### config.mk
export PLATFORM = sky130hd
export DESIGN_NAME = evo_truth_table_sweeper
export DESIGN_NICKNAME = d
export VERILOG_FILES = /design/src/rtl/evo_truth_table_sweeper.sv
export SDC_FILE = /design/constraint.sdc
export NUM_CORES = 1
export LEC_CHECK = 0
export BUFFER_PORTS_ARGS = -buffer_cell sky130_fd_sc_hd__buf_2
export CAP_MARGIN = 0
export CORE_ASPECT_RATIO = 0.8
export CORE_MARGIN = 2
export CORE_UTILIZATION = 55
export DETAILED_ROUTE_END_ITERATION = 6
export PLACE_DENSITY = 0.85
export SLEW_MARGIN = 20
export SYNTH_ARGS = -nofsm -noshare
export SYNTH_HDL_FRONTEND = slang
export SYNTH_SLANG_ARGS = --single-unit
### constraint.sdc
create_clock -name clk -period 4.4 [get_ports clk]
set_clock_uncertainty 0.2 [all_clocks]
set_input_delay 0.66 -clock clk [delete_from_list [all_inputs] [get_ports clk]]
set_output_delay 0.66 -clock clk [all_outputs]
set_load 0.01 [all_outputs]
### src/rtl/evo_truth_table_sweeper.sv
`default_nettype none
// ============================================================================
// Module      : evo_truth_table_sweeper
// Description : Walks every input vector of an evolved LCELL circuit in
//               ascending order, lets each vector settle, samples the
//               synchronised output several times and builds the measured
//               truth table plus a per-vector instability mask.
// Revision    : 1.0 - initial release
// ============================================================================
module evo_truth_table_sweeper #(
  parameter int IN_WIDTH      = 5,
  parameter int SETTLE_CYCLES = 16,
  parameter int SAMPLE_COUNT  = 8
) (
  input  logic                     clk,
  input  logic                     rst_n,
  input  logic                     start,
  input  logic                     dut_out,
  output logic [IN_WIDTH-1:0]      dut_in,
  output logic                     busy,
  output logic                     done,
  output logic [2**IN_WIDTH-1:0]   truth_table,
  output logic [2**IN_WIDTH-1:0]   unstable_mask,
  output logic                     unstable_any
);

  localparam int                  c_NVEC        = 2**IN_WIDTH;
  localparam logic [7:0]          c_SETTLE_LAST = 8'(SETTLE_CYCLES - 1);
  localparam logic [7:0]          c_SAMPLE_LAST = 8'(SAMPLE_COUNT - 1);
  localparam logic [IN_WIDTH-1:0] c_LAST_VEC    = {IN_WIDTH{1'b1}};

  typedef enum logic [2:0] {
    S_IDLE   = 3'd0,
    S_SETTLE = 3'd1,
    S_SAMPLE = 3'd2,
    S_STORE  = 3'd3,
    S_DONE   = 3'd4
  } state_t;

  state_t              r_state;
  logic                r_sync1;
  logic                r_sync_q;
  logic [7:0]          r_cnt;
  logic [IN_WIDTH-1:0] r_vector;
  logic                r_busy;
  logic                r_done;
  logic [c_NVEC-1:0]   r_tt;
  logic [c_NVEC-1:0]   r_um;
  logic                r_any;
  logic                r_ref;
  logic                r_diff;

  logic [c_NVEC-1:0]   w_tt_next;
  logic [c_NVEC-1:0]   w_um_next;
  logic                w_last_vec;

  assign w_last_vec = (r_vector == c_LAST_VEC);

  // Result words with the current vector's measurement merged in.
  always_comb begin
    w_tt_next           = r_tt;
    w_um_next           = r_um;
    w_tt_next[r_vector] = r_ref;
    w_um_next[r_vector] = r_diff;
  end

  // Two-flop synchroniser for the asynchronous, possibly oscillating output.
  always_ff @(posedge clk or negedge rst_n) begin
    if (!rst_n) begin
      r_sync1  <= 1'b0;
      r_sync_q <= 1'b0;
    end else begin
      r_sync1  <= dut_out;
      r_sync_q <= r_sync1;
    end
  end

  // Sweep sequencer: settle, sample, store for each vector, then pulse done.
  always_ff @(posedge clk or negedge rst_n) begin
    if (!rst_n) begin
      r_state  <= S_IDLE;
      r_cnt    <= 8'd0;
      r_vector <= '0;
      r_busy   <= 1'b0;
      r_done   <= 1'b0;
      r_tt     <= '0;
      r_um     <= '0;
      r_any    <= 1'b0;
      r_ref    <= 1'b0;
      r_diff   <= 1'b0;
    end else begin
      r_done <= 1'b0;
      case (r_state)
        S_IDLE: begin
          if (start) begin
            r_vector <= '0;
            r_tt     <= '0;
            r_um     <= '0;
            r_any    <= 1'b0;
            r_cnt    <= 8'd0;
            r_busy   <= 1'b1;
            r_state  <= S_SETTLE;
          end
        end
        S_SETTLE: begin
          if (r_cnt == c_SETTLE_LAST) begin
            r_cnt   <= 8'd0;
            r_state <= S_SAMPLE;
          end else begin
            r_cnt <= r_cnt + 8'd1;
          end
        end
        S_SAMPLE: begin
          // First sample becomes the reference; later ones accumulate disagreement.
          if (r_cnt == 8'd0) begin
            r_ref  <= r_sync_q;
            r_diff <= 1'b0;
          end else begin
            r_diff <= r_diff | (r_sync_q ^ r_ref);
          end
          if (r_cnt == c_SAMPLE_LAST) begin
            r_cnt   <= 8'd0;
            r_state <= S_STORE;
          end else begin
            r_cnt <= r_cnt + 8'd1;
          end
        end
        S_STORE: begin
          r_tt  <= w_tt_next;
          r_um  <= w_um_next;
          r_any <= |w_um_next;
          if (w_last_vec) begin
            r_busy  <= 1'b0;
            r_done  <= 1'b1;
            r_state <= S_DONE;
          end else begin
            r_vector <= r_vector + IN_WIDTH'(1);
            r_cnt    <= 8'd0;
            r_state  <= S_SETTLE;
          end
        end
        S_DONE: begin
          r_state <= S_IDLE;
        end
        default: begin
          r_state <= S_IDLE;
        end
      endcase
    end
  end

  assign dut_in        = r_vector;
  assign busy          = r_busy;
  assign done          = r_done;
  assign truth_table   = r_tt;
  assign unstable_mask = r_um;
  assign unstable_any  = r_any;

endmodule
`default_nettype wire

==> results of run 1 <==
-- final cells by class --
cell class / instances / share of cell area, %
Clock inverter: 7 / 1.16
Multi-Input combinational cell: 408 / 44.0
Inverter: 10 / 0.712
Tap cell: 112 / 2.66
Clock buffer: 9 / 2.35
Timing Repair Buffer: 79 / 7.81
Sequential cell: 87 / 41.3
-- cells by family (layout without fill, tap and decap cells) --
logic type               count (synthesis)  count (layout)  share of synthesized area, %
AO/OA/AOI/OAI                          165             165                          20.1
XOR/XNOR                                 6               6                          1.11
adder cells (fa/ha/maj)                  7               7                          1.85
buffers and inverters                   55             105                          5.01
flip-flops                              87              87                          46.1
multiplexers                            24              24                          5.40
AND/OR/NAND/NOR                        206             206                          20.4
-- critical path: stages (launching register included) --
cell,delay [ns]
dfrtp_1,1.02
buf_4,0.34
nor2b_1,0.06
a211oi_1,0.23
a31oi_1,0.12
or3_1,0.38
or4_1,0.43
o32a_1,0.30
-- where the power goes --
group          switching [W]  internal (W)
Sequential         0.0000188      0.000808
Combinational      0.0000408     0.0000178
Clock               0.000323      0.000218
Total               0.000383       0.00104
-- worst paths after layout --
path | end | slack [ns]
setup / recovery | unstable_any | 1.18
hold / removal | unstable_mask[2] | 0.14
setup reg to reg | unstable_any | 1.18
hold reg to reg | r_sync_q | 0.16
max in group asynchronous | truth_table[31] | 3.33
min in group clk | r_sync_q | 0.16
-- layer usage --
metal	up-vias	global-route usage, %	part of all wire (%)
met5	-	0	0
met1	2188	41.5	42
met3	30	5.83	10
met2	288	41.8	46
li1	2041	-	-
met4	0	8.51	1.8
-- Yosys cell counts (4+ instances only) --
cell	n
dfrtp_1	87
o21ai_0	73
nand2_1	60
nor2_1	59
a21oi_1	39
clkbuf_1	33
nand3_1	32
mux2i_1	21
a31oi_1	19
nor2b_1	13
o31ai_1	12
inv_1	10
nand4_1	9
nand2b_1	8
ha_1	7
buf_2	6
nor3_1	4
xor2_1	4
-- state kept, by name (all words and copies together) (netlist names) --
signal and cells:
r_sync_q 1, truth_table 32, r_sync1 1, done 1
unstable_mask 32, busy 1, dut_in 5, unstable_any 1
r_diff 1, r_cnt 8, r_ref 1, r_state 3
-- stage by stage --
step           util (%)  instances
2_1_floorplan         -        550
3_3_place_gp       60.4        696
3_5_place_dp       60.4        696
4_1_cts            62.6        712
5_1_grt            62.7        712
6_report           62.7        712
==> results_dict.tcl, run 1 <==
set metrics [dict create \
    status "complete, no violations" \
    start_util_pct 56.2 \
    area_growth_pct 11.5 \
    worstMarginPinSlew_ns 1.08 \
    synth_top_area_share_pct 46.1 \
    whs_ns 0.141 \
    cts_setup_buffers 0 \
    grt_pass1_vias 4126 \
    hold_path_class "input pin to asynchronous set/reset pin" \
    root_buffer "clkbuf_8" \
    setup_tns_ns 0 \
    die_w_um 108 \
    finalCriticalPeriod_ns 3.22 \
    rr_worst_depth 7 \
    wl_um 13000 \
    max-vdd-ir-drop_v 0.000262 \
    yosysUniqueCellTypes 51 \
    multiInputGateArea_mm2 0.00232 \
    hold_viol 0 \
    clkSinkCount 87 \
    drive_gt1_share_pct 17.5 \
    final_cell_mix "dfrtp_1, buf_2, o21ai_0, nand2_1, nor2_1" \
    power_w 0.00143 \
    gr-usage-all-layers_pct 28.1 \
    relSlewSlack_pct 27.9 \
    cp.required_ns 4.45 \
    via_per_inst 6.39 \
    final_common_cell "dfrtp_1" \
    synth_edf_count 0 \
    cap_violations 0 \
    cts_inserted_buffers 9 \
    grt_max_degree 88 \
    port_buffers 75 \
    drc_errors 0 \
    synth-seq-cells 87 \
    slew_violations 0 \
    dp_hpwl_um 8810 \
    pre_cts_ws_ns 1.25 \
    die_area_mm2 0.00935 \
    core_mm2 0.00841 \
    avgRoutedWirePerCell_um 18.2 \
    crit_start "dut_in[2]" \
    ys_top_cells_by_area "dfrtp_1, o21ai_0, nand2_1" \
    diodes 0 \
    synthCells 550 \
    cts-resized-gates 0 \
    synth_seq_area_share_pct 46.1 \
    async_reset_ff_share_pct 100 \
    cp.arrival_ns 3.27 \
    crit_path_end_kind "register" \
    timing.final.crit_share_pct 73.3 \
    fp.dieH_um 86.9 \
    overflow 0 \
    gp_congestion 0.970 \
    power.leakage_nw 2.28 \
    clockBufferDepth 2 \
    ioPinCount 76 \
    nets 606 \
    vias 4547 \
    seq_area_mm2 0.00218 \
    max_freq_ghz 0.310 \
    finalWorstSetupSlack_ns 1.18 \
    stdcell_area_mm2 0.00527 \
    crit_type "register to register" \
    synth_area_mm2 0.00472 \
    antenna_found_initial 0 \
    clock_latency_ns 0.36 \
    ys.flop_type "dfrtp_1" \
    finalSetupViolations 0 \
    h-tree-depth 3 \
    path_max_fanout 30 \
    rsz0062_at_grt "no" \
    rows 30 \
    drt_iter0_drc 389 \
    cts_hold_buf 0 \
    power.density_mw_per_mm2 271 \
    clk_pin_slew_ns 0.10 \
    synth_area_leader_cell "dfrtp_1" \
    grt_pass1_wl_um 20800 \
    placed_cell_area_mm2 0.00508 \
    reg2reg_from "dut_in[2]" \
    syn_area_per_cell_um2 8.59 \
    drt_first_pass_iters 7 \
    ant_nets 0 \
    synth_nets 561 \
    cts_tree "built" \
    cp-start-kind "register" \
    fillers 732 \
    ys_warn_count 0 \
]
Note: power is estimated with default switching activity, not from simulation.
==> run 2, diff against run 1 <==
- clock period: 4.4 -> 3.1 ns (I/O delays scaled with it)
==> run 2 against run 1 <==
Final cell count increased by 2.2%. Sequential power increased by 40%. Die area unchanged. Combinational power increased by 76%. Clock power increased by 44%. Clock-buffer cell count increased by 1. Setup slack got worse by 0.84 ns. Fmax increased by 17%. Wire length increased by 2.4%. First-iteration DRC count increased by 24%. Critical endpoint unchanged.
==> results_dict.tcl, run 2 (synthesis gave the netlist of run 1 again) <==
set metrics [dict create \
    die_w_um 108 \
    power.density_mw_per_mm2 379 \
    cp-start-kind "register" \
    nets 622 \
    cp.arrival_ns 2.83 \
    gp_congestion 0.999 \
    crit_start "dut_in[4]" \
    max-vdd-ir-drop_v 0.000245 \
    path_max_fanout 28 \
    whs_ns 0.161 \
    wl_um 13300 \
    drc_errors 0 \
    clkSinkCount 87 \
    cts_inserted_buffers 9 \
    hold_path_class "register to register" \
    overflow 0 \
    crit_type "register to register" \
    cp.required_ns 3.17 \
    power.leakage_nw 2.36 \
    rsz0062_at_grt "no" \
    setup_tns_ns 0 \
    cap_violations 0 \
    fp.dieH_um 86.9 \
    die_area_mm2 0.00935 \
    clk_pin_slew_ns 0.10 \
    reg2reg_from "dut_in[4]" \
    relSlewSlack_pct 35.2 \
    start_util_pct 56.2 \
    ioPinCount 76 \
    finalWorstSetupSlack_ns 0.336 \
    hold_start "r_sync1" \
    avgRoutedWirePerCell_um 18.2 \
    drt_iter0_drc 484 \
    hold_viol 0 \
    drive_gt1_share_pct 19.2 \
    crit_path_end_kind "register" \
    via_per_inst 6.21 \
    root_buffer "clkbuf_8" \
    cts_tree "built" \
    vias 4518 \
    status "complete, no violations" \
    gr-usage-all-layers_pct 28.4 \
    max_freq_ghz 0.362 \
    worstMarginPinSlew_ns 0.964 \
    pre_cts_ws_ns 0.393 \
    ant_nets 0 \
    clockBufferDepth 2 \
    diodes 0 \
    timing.final.crit_share_pct 89.1 \
    grt_pass1_wl_um 20700 \
    cts-resized-gates 0 \
    h-tree-depth 3 \
    port_buffers 75 \
    rows 30 \
    final_core_util_pct 64.1 \
    grt_pass1_vias 4049 \
    finalCriticalPeriod_ns 2.76 \
    dp_hpwl_um 9140 \
    finalSetupViolations 0 \
    area_growth_pct 14.1 \
    drt_first_pass_iters 5 \
    core_mm2 0.00841 \
    final_cell_mix "dfrtp_1, buf_2, o21ai_0, nand2_1, nor2_1" \
    antenna_found_initial 0 \
    slew_violations 0 \
    grt_max_degree 44 \
    clock_latency_ns 0.37 \
    final_common_cell "dfrtp_1" \
]
run 2: cell types whose count changed in the layout (fill, tap and decap cells not counted):
| cell | before | now |
|---|---|---|
| buf_4 | 4 | 19 |
| buf_6 | 1 | 0 |
| clkbuf_1 | 0 | 1 |
| clkinv_2 | 1 | 0 |
| clkinvlp_4 | 1 | 0 |
| dlygate4sd3_1 | 0 | 2 |
| inv_6 | 3 | 4 |
run 2: metal layers:
layer / wire (um) / vias to the layer above / global-route usage, %
met5: 0 / - / 0
met4: 307 / 0 / 8.16
met3: 1520 / 39 / 8.60
met2: 5730 / 298 / 40.9
met1: 5700 / 2122 / 41.7
li1: - / 2059 / -
run 2: stage by stage:
step | power, W | std cells | area (um2)
after floorplan | 0.00123 | 550 | 4720
after global placement | 0.00128 | 710 | 5180
after detailed placement | 0.00129 | 710 | 5180
after CTS | 0.00206 | 728 | 5390
after global routing | 0.00212 | 728 | 5390
final | 0.00205 | 728 | 5390
run 2: report_power, final:
group,internal (W),switching (W),total [W]
registers,0.00115,0.0000149,0.00116
logic,0.0000323,0.0000712,0.000103
clock network,0.000315,0.000465,0.000780
total,0.00149,0.000551,0.00205
run 2: final cells by class:
cell class | instances | area, um2
Multi-Input combinational cell | 408 | 2320
Timing Repair Buffer | 95 | 533
Clock inverter | 6 | 57.6
Tap cell | 112 | 140
Sequential cell | 87 | 2180
Fill cell | 715 | 3020
Clock buffer | 10 | 128
Inverter | 10 | 37.5
run 2: worst max-delay path, stage by stage, from the launching register on:
cell and delay [ns]:
dfrtp_1 0.90, nand2_1 0.28, nor2_1 0.21, mux2i_1 0.25, nand2_1 0.08, or4_1 0.46, o32a_1 0.30
run 2: repair_timing:
action                                 4_1_cts  5_1_grt
hold buffers                                 2        0
endpoints found under the hold margin       42        0
buffers inserted                             0        0
run 2: path summary, 6_finish.rpt:
path | slack, ns | cells past startpoint | to
worst max-delay path | 0.34 | 6 | unstable_any
worst min-delay path | 0.16 | 0 | r_sync_q
worst max register to register | 0.34 | 6 | unstable_any
worst min register to register | 0.16 | 0 | r_sync_q
max in group asynchronous | 1.52 | 3 | unstable_mask[23]
min in group asynchronous | 0.42 | 2 | unstable_mask[2]
==> run 3, diff against run 2 <==
- clock period: 3.1 -> 3.5 ns (I/O delays scaled with it)
==> run 3 against run 2 <==
Global-route usage decreased by 0.089 points. Register-to-register slack gained 0.17 ns. Clock power down 8.7%. Via count barely moved. Cell area down 1.1%. Core utilization decreased by 0.70 points. Wire length is 3.9% lower. Sequential share of layout area is 0.45 points higher. Flip-flop and latch count did not move. Clock-buffer cell count is the same. Setup slack better by 0.17 ns. Sequential power down 10%. Largest power group unchanged.
==> results_dict.tcl, run 3 (synthesis gave the netlist of run 1 again) <==
set metrics [dict create \
    start_util_pct 56.2 \
    power.leakage_nw 2.32 \
    clock_latency_ns 0.36 \
    cts-resized-gates 0 \
    final_cell_mix "dfrtp_1, buf_2, o21ai_0, nand2_1, nor2_1" \
    multiInputGateArea_mm2 0.00232 \
    nets 613 \
    rows 30 \
    cap_violations 0 \
    fillers 728 \
    final_common_cell "dfrtp_1" \
    grt_max_degree 88 \
    root_buffer "clkbuf_8" \
    ioPinCount 76 \
    rsz0062_at_grt "no" \
    via_per_inst 6.28 \
    wl_met1_um 5350 \
    hold_path_class "input pin to asynchronous set/reset pin" \
    finalWorstSetupSlack_ns 0.505 \
    diodes 0 \
    grt_pass1_vias 4015 \
    clk_pin_slew_ns 0.09 \
    crit_path_end_kind "register" \
    highest_layer "met4" \
    crit_type "register to register" \
    core_mm2 0.00841 \
    wl_um 12700 \
    gr-usage-all-layers_pct 28.3 \
    cts_hold_buf 0 \
    finalSetupViolations 0 \
    max_freq_ghz 0.334 \
    die_area_mm2 0.00935 \
    avgRoutedWirePerCell_um 17.7 \
    finalCriticalPeriod_ns 2.99 \
    placed_cell_area_mm2 0.00513 \
    ant_nets 0 \
    drive_gt1_share_pct 18.3 \
    rr_worst_depth 8 \
    wl_met3_um 1400 \
    whs_ns 0.0212 \
    relSlewSlack_pct 29.9 \
    overflow 0 \
    cts_inserted_buffers 9 \
    path_max_fanout 14 \
    cts_tree "built" \
    area_growth_pct 12.8 \
    cts_setup_buffers 0 \
    fp.dieH_um 86.9 \
    drt_iter0_drc 395 \
    hold_viol 0 \
    cp.required_ns 3.55 \
    grt_pass1_wl_um 20700 \
    stdcell_area_mm2 0.00533 \
    die_w_um 108 \
    clockBufferDepth 2 \
    worstMarginPinSlew_ns 1.05 \
    wl_met2_um 5790 \
    clkSinkCount 87 \
    setup_tns_ns 0 \
    gp_congestion 1.02 \
    drc_errors 0 \
    dp_hpwl_um 8820 \
    seq_area_mm2 0.00218 \
    cp-start-kind "register" \
    h-tree-depth 3 \
    status "complete, no violations" \
    slew_violations 0 \
    timing.final.crit_share_pct 85.6 \
    antenna_found_initial 0 \
    max-vdd-ir-drop_v 0.000231 \
    cp.arrival_ns 3.04 \
    drt_first_pass_iters 5 \
    vias 4516 \
    pre_cts_ws_ns 0.565 \
    power_w 0.00183 \
    port_buffers 75 \
    power.density_mw_per_mm2 343 \
]
## run 3: changes by cell type in the layout (fill, tap and decap cells not counted), moves of 2 or more
cell / change
inv_8: -2
buf_4: -8
inv_6: -2
dlygate4sd3_1: -2
clkinvlp_4: +2
## run 3: critical path, stage by stage (launching register included)
cell      delay [ns]
dfrtp_1         0.46
inv_1           0.11
ha_1            0.45
nor2b_1         0.37
nand2_1         0.13
a22oi_1         0.20
o211ai_1        0.11
or4_1           0.55
o32a_1          0.29
## run 3: metal layers
metal | track usage, % | vias to the layer above
met3 | 9.12 | 23
met2 | 41.3 | 255
met4 | 7.46 | 0
met1 | 41.1 | 2181
met5 | 0 | -
li1 | - | 2057
## run 3: through the flow
stage / utilization, % / cells
2_1_floorplan: - / 550
3_3_place_gp: 61.0 / 703
3_5_place_dp: 61.0 / 703
4_1_cts: 63.4 / 719
5_1_grt: 63.4 / 719
6_report: 63.4 / 719
## run 3: final cells by class
class | count | area share (%)
Sequential cell | 87 | 40.8
Inverter | 10 | 0.704
Timing Repair Buffer | 86 | 8.71
Clock buffer | 10 | 2.39
Clock inverter | 6 | 1.27
Multi-Input combinational cell | 408 | 43.5
Tap cell | 112 | 2.63
## run 3: worst paths after layout
kind,from,to,slack [ns]
worst max-delay path,dut_in[0],unstable_any,0.51
worst min-delay path,rst_n,unstable_mask[13],0.02
worst max register to register,dut_in[0],unstable_any,0.51
worst min register to register,r_sync1,r_sync_q,0.17
max in group asynchronous,rst_n,truth_table[15],2.58
min in group clk,dut_out,r_sync1,0.06
## run 3: report_power, final
part	internal [W]	switching [W]	leakage, nW
clock	0.000334	0.000378	0.0933
sequential	0.00102	0.0000200	0.987
combinational	0.0000245	0.0000545	1.24
